==> config.mk <==
export PLATFORM = sky130hd
export DESIGN_NAME = gps2utc_ff
export DESIGN_NICKNAME = d
export VERILOG_FILES = /design/src/rtl/gps2utc_pkg.sv /design/src/rtl/gps_days2yd.sv /design/src/rtl/gps2utc_ff.sv
export SDC_FILE = /design/constraint.sdc
export NUM_CORES = 1
export LEC_CHECK = 0
export CORE_UTILIZATION = 60
export DETAILED_ROUTE_END_ITERATION = 16
export GPL_ROUTABILITY_DRIVEN = 0
export PLACE_DENSITY = 0.81
export RECOVER_POWER = 50
export SYNTH_ARGS = -nofsm -noshare
export SYNTH_HDL_FRONTEND = slang
export SYNTH_SLANG_ARGS = --single-unit
==> constraint.sdc <==
create_clock -name clk -period 3.4 [get_ports clk]
set_input_delay 0.34 -clock clk [delete_from_list [all_inputs] [get_ports clk]]
set_output_delay 0.34 -clock clk [all_outputs]
set_load 0.05 [all_outputs]
==> src/rtl/gps2utc_pkg.sv <==
// Shared constants and FSM encoding for the GPS-to-UTC converter.
package gps2utc_pkg;

  localparam int SEC_PER_DAY    = 86400;
  localparam int SEC_PER_HOUR   = 3600;
  localparam int SEC_PER_MIN    = 60;
  localparam int SEC_PER_WEEK   = 604800;
  localparam int GPS_EPOCH_YEAR = 1980;
  localparam int GPS_EPOCH_DOY0 = 5;

  typedef enum logic [2:0] {
    S_IDLE,
    S_NORM,
    S_DOW,
    S_HMS,
    S_YEAR,
    S_DONE
  } state_t;

endpackage

==> src/rtl/gps_days2yd.sv <==
// Iterative day count (zero-based from 1980-01-01) to year / day-of-year.
module gps_days2yd
  import gps2utc_pkg::*;
(
  input  logic        clk,
  input  logic        rst,
  input  logic        i_start,
  input  logic [16:0] i_days,
  output logic        o_done,
  output logic [11:0] o_year,
  output logic [8:0]  o_doy
);

  logic        r_busy;
  logic        r_done;
  logic [16:0] r_d;
  logic [11:0] r_year;
  logic [8:0]  w_len;

  // Leap rule by year[1:0] only; exact for 1980..2099.
  assign w_len = (r_year[1:0] == 2'd0) ? 9'd366 : 9'd365;

  always_ff @(posedge clk) begin
    if (!rst) begin
      r_busy <= 1'b0;
      r_done <= 1'b0;
      r_d    <= '0;
      r_year <= '0;
    end else begin
      r_done <= 1'b0;
      if (i_start) begin
        r_busy <= 1'b1;
        r_d    <= i_days;
        r_year <= 12'(GPS_EPOCH_YEAR);
      end else if (r_busy) begin
        if (r_d >= {8'd0, w_len}) begin
          r_d    <= r_d - {8'd0, w_len};
          r_year <= r_year + 12'd1;
        end else begin
          r_busy <= 1'b0;
          r_done <= 1'b1;
        end
      end
    end
  end

  assign o_done = r_done;
  assign o_year = r_year;
  assign o_doy  = r_d[8:0] + 9'd1;

endmodule

==> src/rtl/gps2utc_ff.sv <==
// GPS week/TOW to UTC yy/doy/hh:mm:ss, one conversion per PPS edge.
module gps2utc_ff
  import gps2utc_pkg::*;
#(
  parameter int LEAP_SEC    = 18,
  parameter int WN_ROLLOVER = 2
) (
  input  logic        clk,
  input  logic        rst,
  input  logic        start,
  input  logic [9:0]  wn10,
  input  logic [19:0] tow_sec,
  output logic        valid,
  output logic [5:0]  hh,
  output logic [5:0]  mm,
  output logic [5:0]  ss,
  output logic [8:0]  doy,
  output logic [6:0]  yy
);

  state_t      r_state;
  state_t      w_next;
  logic        r_start_q;
  logic [9:0]  r_wn;
  logic [19:0] r_tow;
  logic [19:0] r_t;
  logic [12:0] r_wk;
  logic [2:0]  r_dow;
  logic [16:0] r_sod;
  logic [4:0]  r_hh;
  logic [5:0]  r_mm;
  logic        r_ystart;
  logic        r_valid;
  logic [5:0]  r_ohh;
  logic [5:0]  r_omm;
  logic [5:0]  r_oss;
  logic [8:0]  r_odoy;
  logic [6:0]  r_oyy;

  logic        w_trig;
  logic [12:0] w_wk0;
  logic        w_ovf;
  logic [19:0] w_tow1;
  logic [12:0] w_wk1;
  logic        w_brw;
  logic [19:0] w_tn;
  logic [12:0] w_wkn;
  logic [16:0] w_days;
  logic        w_day_ge;
  logic        w_hr_ge;
  logic        w_mn_ge;
  logic        w_ydone;
  logic [11:0] w_year;
  logic [8:0]  w_doy;

  assign w_trig = start & ~r_start_q;

  assign w_wk0  = {3'd0, r_wn} + 13'(1024 * WN_ROLLOVER);
  assign w_ovf  = r_tow >= 20'(SEC_PER_WEEK);
  assign w_tow1 = w_ovf ? r_tow - 20'(SEC_PER_WEEK) : r_tow;
  assign w_wk1  = w_ovf ? w_wk0 + 13'd1 : w_wk0;
  assign w_brw  = w_tow1 < 20'(LEAP_SEC);
  assign w_tn   = w_brw ? w_tow1 + 20'(SEC_PER_WEEK - LEAP_SEC)
                        : w_tow1 - 20'(LEAP_SEC);
  assign w_wkn  = w_brw ? w_wk1 - 13'd1 : w_wk1;

  // wk*7 as (wk<<3)-wk
  assign w_days = {1'b0, r_wk, 3'd0} - 17'(r_wk)
                + 17'(r_dow) + 17'(GPS_EPOCH_DOY0);

  assign w_day_ge = r_t >= 20'(SEC_PER_DAY);
  assign w_hr_ge  = r_sod >= 17'(SEC_PER_HOUR);
  assign w_mn_ge  = r_sod >= 17'(SEC_PER_MIN);

  gps_days2yd u_days2yd (
    .clk     (clk),
    .rst     (rst),
    .i_start (r_ystart),
    .i_days  (w_days),
    .o_done  (w_ydone),
    .o_year  (w_year),
    .o_doy   (w_doy)
  );

  always_ff @(posedge clk) begin
    if (!rst) r_state <= S_IDLE;
    else      r_state <= w_next;
  end

  always_comb begin
    w_next = r_state;
    unique case (r_state)
      S_IDLE: if (w_trig) w_next = S_NORM;
      S_NORM: w_next = S_DOW;
      S_DOW:  if (!w_day_ge) w_next = S_HMS;
      S_HMS:  if (!w_hr_ge && !w_mn_ge) w_next = S_YEAR;
      S_YEAR: if (w_ydone) w_next = S_DONE;
      S_DONE: w_next = S_IDLE;
      default: w_next = S_IDLE;
    endcase
  end

  always_ff @(posedge clk) begin
    if (!rst) begin
      r_start_q <= 1'b0;
      r_wn      <= '0;
      r_tow     <= '0;
      r_t       <= '0;
      r_wk      <= '0;
      r_dow     <= '0;
      r_sod     <= '0;
      r_hh      <= '0;
      r_mm      <= '0;
      r_ystart  <= 1'b0;
      r_valid   <= 1'b0;
      r_ohh     <= '0;
      r_omm     <= '0;
      r_oss     <= '0;
      r_odoy    <= '0;
      r_oyy     <= '0;
    end else begin
      r_start_q <= start;
      r_valid   <= 1'b0;
      r_ystart  <= 1'b0;
      unique case (r_state)
        S_IDLE: begin
          if (w_trig) begin
            r_wn  <= wn10;
            r_tow <= tow_sec;
          end
        end
        S_NORM: begin
          r_t   <= w_tn;
          r_wk  <= w_wkn;
          r_dow <= '0;
          r_hh  <= '0;
          r_mm  <= '0;
        end
        S_DOW: begin
          if (w_day_ge) begin
            r_t   <= r_t - 20'(SEC_PER_DAY);
            r_dow <= r_dow + 3'd1;
          end else begin
            r_sod <= r_t[16:0];
          end
        end
        S_HMS: begin
          if (w_hr_ge) begin
            r_sod <= r_sod - 17'(SEC_PER_HOUR);
            r_hh  <= r_hh + 5'd1;
          end else if (w_mn_ge) begin
            r_sod <= r_sod - 17'(SEC_PER_MIN);
            r_mm  <= r_mm + 6'd1;
          end else begin
            r_ystart <= 1'b1;
          end
        end
        S_YEAR: ;
        S_DONE: begin
          r_ohh   <= {1'b0, r_hh};
          r_omm   <= r_mm;
          r_oss   <= r_sod[5:0];
          r_odoy  <= w_doy;
          r_oyy   <= 7'(w_year - 12'd2000);
          r_valid <= 1'b1;
        end
        default: ;
      endcase
    end
  end

  assign valid = r_valid;
  assign hh    = r_ohh;
  assign mm    = r_omm;
  assign ss    = r_oss;
  assign doy   = r_odoy;
  assign yy    = r_oyy;

endmodule

==> Yosys cells after proc, flatten, opt, wreduce, memory -nomap -nowiden <==
Index checks and enable logic that the tools add are counted.
{ "word_totals": {"register_bits": 164, "in_bits": 33, "out_inout_bits": 35, "elab_cells": 122} }
{ "classes": {"n_addsub": 19, "order_cmp": 6, "eq_ne": 14, "mux": 35, "n_bitwise": 5, "reduce_logical": 21} }
{ "ops": {"columns": ["cell", "count"], "rows": [
  ["$mux W17", 6],
  ["$mux W20", 3],
  ["$pmux W20 S2", 1],
  ["$pmux W17 S2", 1],
  ["$mux W11", 3],
  ["$mux W13", 2],
  ["$add A20 B20 Y20 const B", 1],
  ["$ge A20 B17 Y1 const B", 1],
  ["$ge A20 B20 Y1 const B", 1],
  ["$lt A20 B5 Y1 const B", 1],
  ["$sub A20 B17 Y20 const B", 1],
  ["$sub A20 B20 Y20 const B", 1],
  ["$sub A20 B5 Y20 const B", 1],
  ["$add A17 B3 Y17", 1],
  ["$add A17 B3 Y17 const B", 1],
  ["$ge A17 B12 Y1 const B", 1],
  ["$ge A17 B6 Y1 const B", 1],
  ["$ge A17 B9 Y1", 1],
  ["$sub A16 B13 Y17", 1],
  ["$sub A17 B12 Y17 const B", 1],
  ["$sub A17 B6 Y17 const B", 1],
  ["$sub A17 B9 Y17", 1],
  ["$mux W3", 5],
  ["$pmux W3 S5", 1],
  ["34 further kinds", 62]
]} }

==> Depth between registers and ports, before layout <==
{ "depth": {"depth_word": 6, "mapped_depth": 14, "ltp_nobuf": 14} }

==> Cells and area by module <==
Synthesis repeated with hierarchy kept, for this count alone.
{ "hier_totals": {"cells_unflattened": 1280, "hier_area_um2": 9824.4} }
{ "modules_own_cells": {"columns": ["module", "n_inst", "cells_per_inst", "area_each_um2", "seq_area_each_um2"], "rows": [
  ["gps2utc_ff", 1, 1049, 7880.1, 2642.5],
  ["gps_days2yd", 1, 231, 1944.4, 620.6]
]} }

==> Worst setup path before layout <==
Ideal clock, no wire load.
{ "synth_path": {"path_type": "register to register", "start": "register r_tow[7]", "end": "register r_wk[10]", "setup_ns": 0.091, "arrival_ns": 2.868, "required_time_ns": 3.309, "slack_ns": 0.441, "path_stages_with_launch": 12, "path_buffers": 1, "period_less_slack_ns": 2.959, "cell_sequence": "dfxtp_1 > buf_2 > inv_1 > ha_1 > nand2b_1 > a21oi_1 > o21ai_0 > a2111o_1 > a311oi_4 > nand4_2 > or3_1 > a311oi_1"} }
{ "synth_between": {"elab_chain_cells": 4, "elab_cells_between_ends": 7, "cone_classes": "2 x add/sub; 2 x order compare; 3 x mux"} }
{ "synth_lines": {"columns": ["item", "line_no", "rtl"], "rows": [
  ["start: declaration", "gps2utc_ff.sv:25", "logic [19:0] r_tow;"],
  ["start signal: assignment", "gps2utc_ff.sv:129", "r_tow <= tow_sec;"],
  ["$sub A20 B20 Y20 or $ge A20 B20 Y1 (tied branches)", "gps2utc_ff.sv:60, gps2utc_ff.sv:59", null],
  ["$mux W20 or $mux W13 (tied branches)", "gps2utc_ff.sv:60, gps2utc_ff.sv:61", null],
  ["$lt A20 B5 Y1 or $sub A13 B1 Y13 (tied branches)", "gps2utc_ff.sv:62, gps2utc_ff.sv:65", null],
  ["$mux W13 *", "gps2utc_ff.sv:65", "assign w_wkn = w_brw ? w_wk1 - 13'd1 : w_wk1;"],
  ["end signal: assignment", "gps2utc_ff.sv:134", "r_wk <= w_wkn;"],
  ["end: declaration", "gps2utc_ff.sv:27", "logic [12:0] r_wk;"]
]} }
Mark *: on every way between the ends. The rest lies on a longest branch, timed or not.
A chain may end at the register's enable or synchronous reset.

==> Final worst setup path <==
{ "layout_path": {"start": "register r_tow[8]", "end": "register r_wk[8]"} }
Same word-level chain as after synthesis.

==> flow_summary.toml <==
[floorplan]
start_util = 0.6225
rows = 45
fp.dieW_um = 128.5
core_sq_um = 15430
dieArea_sq_um = 16510
die_height_um = 128.5
io_pins = 68

[finish]
final_area_sq_um = 11070
synthToLayoutAreaGrowth_pct = 15.27
antenna_cells = 0
nets = 1378
post_route_cells_drive_above_1_share = 0.06346
utilization = 0.7175
fin_cells = 1519
nFillCells = 1293

[outcome]
status = "finished, violations left"
violations = "max-capacitance violations, max-slew violations"

[critical_path]
rrSetupSlack_ns = 0.19
crit_cells = 11
cp-start-kind = "flip-flop"
worstSetupPathType = "reg -> reg"
endpoint = "r_wk[8]"
path_buf_inv = 2
cp-end-kind = "flip-flop"
reg2reg_depth = 11
crit_slowest_cell = "a2111o_1"
max_stage_delay_ns = 0.49
required_ns = 3.71
crit_fanout = 6
critPathTopFamily = "compound AO/OA/AOI/OAI gates"
cp.arrival_ns = 3.52
path_cells = "inv_1, ha_1, nand2b_1, a21oi_2, o21ai_0, a2111o_1, a311oi_4, buf_4, nand3_1, o2111a_1, a311o_1"
startpoint = "r_tow[8]"
rr_startpoint = "r_tow[8]"
rr_endpoint = "r_wk[8]"

[clock_tree]
path_clk_slew_ns = 0.07
cts_buffer_depth = 2
cts_buffers = 17
clock_latency_ns = 0.44
ctsHoldBuffers = 0
clock-root-buffer = "clkbuf_16"
htreeDepth = 4
cts_tree = "yes"
cts.sinks = 158

[synthesis]
synth-seq-cells = 158
synth-simple-area-share = 0.2352
netlist_instances = 1249
yosys_warnings = 0
synth_ff_type = "dfxtp_1"
synth_compound_gate_area_share = 0.2438
async_flop_share = 0
postSynthAreaPerCell_sq_um = 7.689
syn_area_sq_um = 9603
ys_seq_area_frac = 0.3294
yosysUniqueCellTypes = 84
syn_nets = 1332
synth_edf_count = 0
synthAdderAreaFrac = 0.06671
synth_top_family_by_area = "compound AO/OA/AOI/OAI gates"
synth_xor_area_frac = 0.06749
synth_mux_area_frac = 0.007557

[power]
p_switching_w = 0.003683
p_int_w = 0.004923
power_density_nw_per_um2 = 777.4
p_seq_frac = 0.288
swShare = 0.4279
ir_drop_mv = 0.4726
comb_power_share = 0.497
clkPwrFrac = 0.215
p_leak_nw = 4.218

[timing]
finClkSkew_ns = 0.01174
maxSlewHeadroom = -0.1533
setup_viol_count_final = 0
fmax_ghz = 0.3116
worst_pin_slew_ns = 1.730
timing.final.crit_share = 0.9440
hold_viol_final = 0
min_period_ns = 3.210
fin_setup_tns_ns = 0
final_max_slew_viol_count = 78

[place]
placed_area_sq_um = 10480
hpwl_um = 16040
io_buffers = 66
dp_cells = 1485

[routing]
drc = 0
wl_um = 22280
post_drt_wl_per_cell_um = 14.67
vias_per_cell = 5.910
drtAntennaViolNets = 0
vias = 8978
drt_iter0_markers = 567
first_pass_iters = 5

[global_route]
grt_pass1_wl_um = 38150
grt_antenna_before_repair = 0
grt_pass1_vias = 8160
grt_max_degree = 41
overflow = 0
grt_util_all_layers = 0.2825

[hold_path]
hp-class = "in -> reg"

[flow_run]
drv_cap = 2
-- cell families after synthesis --
| kind of cell | after synthesis |
|---|---|
| other | 1 |
| AOI/OAI and AO/OA | 355 |
| and+or+nand+nor | 484 |
| adders and majority gates | 50 |
| buffers and inverters | 120 |
| DFF | 158 |
| xor gates and xnor gates | 74 |
| muxes | 7 |
-- how the worst min path moves through the flow --
stage | slack (ns) | depth (start not counted) | startpoint | end
2_1_floorplan | 0.43 | 2 | r_tow[0] | r_t[0]
3_3_place_gp | 0.44 | 2 | hh[3] | hh[3]
3_5_place_dp | 0.45 | 2 | yy[3] | yy[3]
4_1_cts | 0.44 | 3 | tow_sec[11] | r_tow[11]
5_1_grt | 0.46 | 3 | tow_sec[3] | r_tow[3]
6_report | 0.44 | 3 | tow_sec[1] | r_tow[1]
-- area by class of cell --
class | instances | area, sq um | share of cell area
multi-input combinational | 971 | 5986 | 0.5407
sequential | 158 | 3163 | 0.2857
timing repair buffer | 97 | 894.6 | 0.08082
clock buffer | 19 | 442.9 | 0.04001
tap | 211 | 264.0 | 0.02385
inverter | 50 | 188.9 | 0.01707
clock inverter | 13 | 130.1 | 0.01176
-- worst min-delay path, cell delays in order --
cell and delay (ns):
clkdlybuf4s50_1 0.39, nand2_1 0.06, a21oi_1 0.05
-- cells in the mapped netlist, drive strengths merged (14+ instances only) --
master / count / area, sq um
nand2: 209 / 784.5
dfxtp: 158 / 3163
a21oi: 132 / 660.6
nor2: 100 / 385.4
clkbuf: 58 / 217.7
o21ai: 51 / 255.2
inv: 49 / 183.9
ha: 48 / 600.6
xnor2: 44 / 385.4
nand3: 33 / 165.2
xor2: 30 / 262.8
nor3: 28 / 151.4
a211oi: 26 / 195.2
nand4: 21 / 137.6
a31oi: 15 / 93.84
and2: 15 / 93.84
o31ai: 14 / 105.1
-- registers in the layout, summed over array words and instances, names as in the netlist, 6 cells and up --
name,flops
r_t,20
mm,6
r_mm,6
u_days2yd.r_d,17
yy,7
doy,9
r_tow,20
r_wk,12
r_wn,10
ss,6
r_sod,17
u_days2yd.o_year,7
-- layer usage --
layer / GRT usage / share of wire / vias to the layer above
li1: - / - / 4569
met1: 0.3767 / 0.47 / 4097
met2: 0.4623 / 0.46 / 276
met3: 0.05364 / 0.051 / 36
met4: 0.08789 / 0.018 / 0
met5: 0 / 0 / -
-- metrics by stage --
stage	hold slack (ns)	setup WS [ns]	power, W
CTS	0.4381	0.1352	0.008530
detailed placement	0.4456	0.1690	0.006664
global placement	0.4417	0.2786	0.006577
finish	0.4431	0.1904	0.008606
global route	0.4592	-0.008567	0.009269
floorplan	0.4321	0.4409	0.005735
-- placed cells by master (no fill, tap or decap), drive strengths merged, types with 6 or more instances in the layout --
master         instances
and2                  15
nor2                 100
nand3                 33
nor3                  28
nand4                 21
a21o                  13
o21a                   6
o211ai                10
a21oi                132
xnor2                 44
dlygate4sd3           26
dfxtp                158
nand2                209
nand2b                11
or2                    6
xor2                  30
clkbuf                22
nor2b                  8
or3                   11
inv                   53
buf                   28
a22oi                  8
clkinv                 6
a211oi                26
a2bb2oi                7
o211a                  8
o21ai                 51
ha                    48
a31oi                 15
clkdlybuf4s50         40
o22ai                  7
o31ai                 14
nor4                  10
and3                  12
-- power by group through the flow --
stage / sequential, W / combinational [W] / clock (W)
floorplan: 0.00238 / 0.00335 / 0
global placement: 0.00250 / 0.00408 / 0
detailed placement: 0.00251 / 0.00416 / 0
CTS: 0.00247 / 0.00420 / 0.00186
global route: 0.00252 / 0.00480 / 0.00195
finish: 0.00248 / 0.00428 / 0.00185
-- repair_timing --
item / CTS / global route
endpoints found under the setup margin: 0 / 10
setup buffers: 0 / 2
gates resized for setup: 0 / 5
(Power assumes the default switching activity.)
